[src/rtl/sobel_win_ctrl.sv]
// 3x3 window sequencer for the Sobel datapath: two line buffers, raster counters, window strobes.
// Optional build macro SOBEL_BORDER_PAD_EN adds pad_valid for pixels that produce no window.
module sobel_win_ctrl #(
    parameter int IMG_W = 100,
    parameter int IMG_H = 100,
    parameter int PIX_W = 8
) (
    input  logic               sys_clk,
    input  logic               sys_rst,
    input  logic               pi_flag,
    input  logic [PIX_W-1:0]   pi_data,
    output logic               win_valid,
    output logic [9*PIX_W-1:0] win_data,
    output logic [15:0]        win_row,
    output logic [15:0]        win_col,
    output logic               frame_done,
`ifdef SOBEL_BORDER_PAD_EN
    output logic               pad_valid,
`endif
    output logic               busy
);

    localparam int CW = (IMG_W > 1) ? $clog2(IMG_W) : 1;
    localparam int RW = (IMG_H > 1) ? $clog2(IMG_H) : 1;
    localparam logic [CW-1:0] LAST_COL = CW'(IMG_W - 1);
    localparam logic [RW-1:0] LAST_ROW = RW'(IMG_H - 1);

    logic [CW-1:0]      col_cnt;
    logic [RW-1:0]      row_cnt;
    logic [PIX_W-1:0]   lb0 [IMG_W];
    logic [PIX_W-1:0]   lb1 [IMG_W];
    logic [3*PIX_W-1:0] col_a;
    logic [3*PIX_W-1:0] col_b;
    logic [PIX_W-1:0]   top;
    logic [PIX_W-1:0]   mid;
    logic [3*PIX_W-1:0] col_new;
    logic [9*PIX_W-1:0] next_win;
    logic               interior;
    logic               last_col;
    logic               last_pix;

    // Columns are stored {top, mid, bottom}; col_a is the oldest, the incoming column is the newest.
    always_comb begin
        top      = lb0[col_cnt];
        mid      = lb1[col_cnt];
        col_new  = {top, mid, pi_data};
        next_win = {col_a[3*PIX_W-1:2*PIX_W], col_b[3*PIX_W-1:2*PIX_W], top,
                    col_a[2*PIX_W-1:PIX_W],   col_b[2*PIX_W-1:PIX_W],   mid,
                    col_a[PIX_W-1:0],         col_b[PIX_W-1:0],         pi_data};
        interior = (row_cnt >= RW'(2)) && (col_cnt >= CW'(2));
        last_col = (col_cnt == LAST_COL);
        last_pix = last_col && (row_cnt == LAST_ROW);
    end

    // Line buffers are left uninitialised; the interior gate never reads rows unwritten this frame.
    always_ff @(posedge sys_clk) begin
        if (pi_flag && !sys_rst) begin
            lb0[col_cnt] <= mid;
            lb1[col_cnt] <= pi_data;
        end
    end

    always_ff @(posedge sys_clk) begin
        if (sys_rst) begin
            col_cnt    <= '0;
            row_cnt    <= '0;
            col_a      <= '0;
            col_b      <= '0;
            win_valid  <= 1'b0;
            win_data   <= '0;
            win_row    <= '0;
            win_col    <= '0;
            frame_done <= 1'b0;
            busy       <= 1'b0;
`ifdef SOBEL_BORDER_PAD_EN
            pad_valid  <= 1'b0;
`endif
        end else begin
            win_valid  <= 1'b0;
            frame_done <= 1'b0;
`ifdef SOBEL_BORDER_PAD_EN
            pad_valid  <= 1'b0;
`endif
            if (pi_flag) begin
                col_a <= col_b;
                col_b <= col_new;
                if (last_col) begin
                    col_cnt <= '0;
                    row_cnt <= (row_cnt == LAST_ROW) ? '0 : row_cnt + 1'b1;
                end else begin
                    col_cnt <= col_cnt + 1'b1;
                end
                if (interior) begin
                    win_valid <= 1'b1;
                    win_data  <= next_win;
                    win_row   <= 16'(row_cnt) - 16'd1;
                    win_col   <= 16'(col_cnt) - 16'd1;
                end
`ifdef SOBEL_BORDER_PAD_EN
                pad_valid <= !interior;
`endif
                if (last_pix) begin
                    frame_done <= 1'b1;
                    busy       <= 1'b0;
                end else if (row_cnt == '0 && col_cnt == '0) begin
                    busy <= 1'b1;
                end
            end
        end
    end

endmodule

[config.mk]
export PLATFORM = sky130hd
export DESIGN_NAME = sobel_win_ctrl
export DESIGN_NICKNAME = d
export VERILOG_FILES = /design/src/rtl/sobel_win_ctrl.sv
export SDC_FILE = /design/constraint.sdc
export NUM_CORES = 2
export LEC_CHECK = 0
export ABC_AREA = 1
export BUFFER_PORTS_ARGS = -buffer_cell sky130_fd_sc_hd__buf_4
export CAP_MARGIN = 15
export CORE_MARGIN = 2
export CORE_UTILIZATION = 50
export CTS_CLUSTER_DIAMETER = 200
export CTS_CLUSTER_SIZE = 8
export DETAILED_ROUTE_END_ITERATION = 16
export PLACE_DENSITY_LB_ADDON = 0.05
export SKIP_CTS_REPAIR_TIMING = 1
export SLEW_MARGIN = 40
export SYNTH_ARGS = -nofsm -noshare
export SYNTH_HDL_FRONTEND = slang
export SYNTH_SLANG_ARGS = --single-unit
export TNS_END_PERCENT = 5
[constraint.sdc]
create_clock -name sys_clk -period 6.6 [get_ports sys_clk]
set_input_delay 0.33 -clock sys_clk [delete_from_list [all_inputs] [get_ports sys_clk]]
set_output_delay 0.33 -clock sys_clk [all_outputs]
set_load 0.02 [all_outputs]
==> summary by stage <==
Final layout
The multi-input combinational cells in the finished layout cover a total of about 17000 um2. The sequential cell area is around 51000 um2. The filler-free cell count of the finished design is between 8000 and 9000.

The layout-stage area growth over the synthesis result is 13.4%. The number of fill cells in the layout is roughly 12000. The final net count is between 6000 and 7000. Cells with a size suffix above 1 make up 9.49% of the layout.

Critical path
STA puts the critical path data arrival time at 5.19 ns. Along the worst path, the maximum fanout reaches 226. The family with the most delay on the worst path is buffers and inverters. The delay of the slowest cell on the worst path is 0.58 ns.

The cell repeated most along the worst path is nand3_1. Together, buffers and inverters on the worst path number 4. The worst path required time is between 7 and 8 ns.

The worst setup path is captured at a flop. The number of logic stages on the critical path including buffering is 13. The critical path goes through clkinv_16 -> buf_4 -> nand2_1 -> nand3_1 -> nand3_1 -> nand3_1 -> nand2_1 -> nand2_1 -> nand3_1 -> nand3_1 -> nand2_1 -> clkinv_2 -> buf_4. The cell with the largest stage delay on the worst path is buf_4. Setup slack on the worst reg-to-reg path comes out at 1.86 ns. The depth of the worst register-to-register path is 13. The startpoint-to-endpoint class of the critical path is flop to flop. The capture point of the worst reg-to-reg path is lb0[61][2]. The category of the worst setup path launch point is a flop.

Logic synthesis
In this run, distinct cell masters in the synthesized netlist total 36. The cell type contributing the most total cell area after synthesis is edfxtp_1. After synthesis, the largest family of logic cells by area is simple AND/OR/NAND/NOR gates.

Counting instances in the post-synthesis netlist gives the leading cell types as 1923 x nand2_1, 1600 x edfxtp_1, 1246 x nand3_1. The portion of netlist area occupied by mux cells is 0%. Of the total synthesized cell area, the portion taken by full adders, half adders and majority gates is less than 1%. Yosys attributes the largest share of cell area to edfxtp_1 68%, nand2_1 10%, nand3_1 8.8%, dfxtp_1 4.5%, nor2_1 2.0%. Yosys printed 0 warnings. For this run, the register share of the synthesized area comes to 72.3%.

Among all cell types in the netlist, the one instantiated most often is nand2_1. Summing the areas of all xor and xnor instances in the mapped netlist gives 0.111% of the synthesized area. In the synthesized netlist the dominant register cell turns out to be edfxtp_1. Counting every net in the synthesized netlist gives between 6000 and 7000. The synthesized area is just over 70000 um2. Synthesis inferred ~1800 register bits. The async set-reset flop share out of synthesis is 0%.

The average cell area after synthesis is 11.4 um2. The number of enable flip-flop cells after synthesis is between 1500 and 2000. The synthesized-area fraction occupied by ao, oa, aoi and oai cells is 2.56%. The simple-gate share of the synthesized area is a little over a fifth.

The synthesized netlist cell count is between 6000 and 7000. The share of the synthesized area in the top cell type is roughly 68%.

Flow run
The count of maximum capacitance violations is 0.

Timing
For the final routed database, the setup TNS stands at 0 ns. The fraction of the cycle the final worst path needs is a little under three quarters. The clock arrives with 0.0408 ns of skew. For the pin with the worst max-slew slack, the measured transition is approximately 0.95 ns.

Setup repair after global routing left no endpoint under its margin. The normalized max-slew margin is approximately 37%. The time the final worst path needs with I/O delays and setup is 4.74 ns. The count of endpoints failing setup in the final report is 0. The number of hold violations in the final report is 0. The final max-slew violation count is 0.

The highest clock rate is approximately 0.21 GHz.

Drt
Using the TritonRoute via totals, the vias-per-cell ratio works out to roughly 5.7. The detailed router finished its first iteration with approximately 5300 violations. The count of unresolved DRC violations after routing is 0. The number of nets still failing antenna checks after routing is 0.

After detailed routing, the total wire length is about 210000 um. The number of iterations in the first detailed-routing pass is 6. After detailed routing, the average wire length per cell comes to approximately 25 um. For this block, the via count after detailed routing is ~48000.

Clocking
TritonCTS created around 240 clock buffers. TritonCTS built the clock tree. The clock passes through at most 3 buffers. CTS built an H-tree with a depth of 4. The clock slew at the register clock pins of the worst setup and hold paths is around 0.050 ns. At the later pin of the worst-skew pair, clock insertion delay measures ~0.85 ns.

The cell sitting at the root of the clock tree is a clkbuf_16. The count of clock tree sinks is roughly 1800.

GRT
Global routing used 28.7% of the available tracks. The first global-routing pass estimated roughly 310000 um of wire. The largest net degree at the start of global routing is approximately 230. For this run the aggregate overflow at the end of global routing stands at 0. The number of antenna violations at the first check in global routing is 2. The via count of the first global-routing pass is between 40000 and 50000.

Placed design
The cell total after placement is 8037. The HPWL after detailed placement is roughly 110000 um. At the end of routability-driven placement, the weighted congestion stood at approximately 0.83. The count of input and output buffers is about 120.

Min path
For hold timing, the worst endpoint is lb1[15][2]. The cell count of the worst hold path is 1. In this run the most critical hold path is launched from pi_data[2]. The class of the tightest hold or removal check is input pin to flop.

Power
In this run the power density over the cells is 312 nW/um2. The maximum vdd ir drop is 0.000255 V. The standby leakage power is slightly below 30 nW.

Status
The flow ran to the end, and the final reports show no timing, DRC or antenna violations.

Die
The initialized floorplan defines ~140 standard-cell rows. The die outline area is 145000 um2. The die is 381 um wide.

The die is 381 um tall. The starting utilization of the core area is roughly half. The total area inside the core boundary comes to around 140000 um2. The count of pins on the block boundary is about 120.
cell usage in the layout (no fill, tap or decap), drive strengths merged:
master / instances
edfxtp: 1600
nor4: 1
xnor2: 2
dlygate4sd3: 3
and3: 1
xor2: 7
clkbuf: 298
diode: 2
o211ai: 32
nand2: 1925
nand3: 1246
a2111oi: 1
inv: 125
nor2: 388
ha: 8
o22ai: 7
nor3: 8
buf: 329
o21ai: 200
nand4: 2
a221o: 4
a31oi: 3
nor3b: 2
clkinv: 15
a211oi: 1
a21oi: 91
dfxtp: 160
final cells by class:
cell class / count / area share, %
repair buffers: 333 / 3.46
clock buffers: 297 / 7.79
flip-flops and latches: 1760 / 63.7
clock inverters: 10 / 0.201
multi-input cells: 3929 / 21.2
inverters: 130 / 0.699
diodes: 2 / 0.00622
well taps: 1890 / 2.94
per-stage QoR:
| stage | util, % | worst slack, ns | hold slack [ns] | area [um2] | power (mW) |
|---|---|---|---|---|---|
| 6_report | 56.9 | 1.86 | 0.0180 | 80400 | 25.1 |
| 5_1_grt | 56.9 | 1.66 | 0.0221 | 80400 | 25.8 |
| 4_1_cts | 56.9 | 1.85 | -0.172 | 80300 | 25.2 |
| 3_5_place_dp | 52.3 | 1.88 | 0.459 | 73900 | 14.4 |
| 3_3_place_gp | 52.3 | 1.89 | 0.455 | 73900 | 14.4 |
| 2_1_floorplan | - | 3.71 | 0.429 | 70900 | 13.7 |
power by group:
part	switching (mW)	internal [mW]	leakage (nW)
clock	4.39	6.48	3.12
sequential	0.0316	12.4	15.7
combinational	1.39	0.399	10.6
total	5.81	19.3	29.4
cells by family after synthesis:
logic type / count (synthesis)
xor gates and xnor gates: 9
and+or+nand+nor: 3573
buffers and inverters: 549
adders and majority gates: 8
DFF: 1760
AOI/OAI and AO/OA: 339
worst register-to-register path, delay by kind of cell, from the launching register on:
family | cells | cell delay, ns
and+or+nand+nor | 9 | 1.46
DFF | 1 | 0.56
buffers and inverters | 4 | 2.25
worst max path at each step:
stage | from | end | slack (ns)
CTS | flop | lb0[42][2] | 1.85
finish | flop | lb0[61][2] | 1.86
floorplan | flop | lb0[0][4] | 3.71
global placement | flop | lb0[15][4] | 1.89
detailed placement | flop | lb0[33][2] | 1.88
global route | flop | lb0[48][2] | 1.66
sequential cells by signal, summed over array words and instances, names as in the netlist, 8 cells and up, named ones only:
| name | flops |
|---|---|
| col_a | 24 |
| col_b | 24 |
| lb0 | 800 |
| lb1 | 800 |
| win_col | 8 |
| win_data | 72 |
| win_row | 8 |
per-layer routing:
metal,vias up,track usage (%),share of wire [%]
met2,1839,45.4,47
li1,21941,-,-
met3,319,4.65,7.1
met4,0,9.21,2.9
met1,23756,40.7,43
met5,-,0,0
No activity file was read; power rests on OpenSTA's default activity.
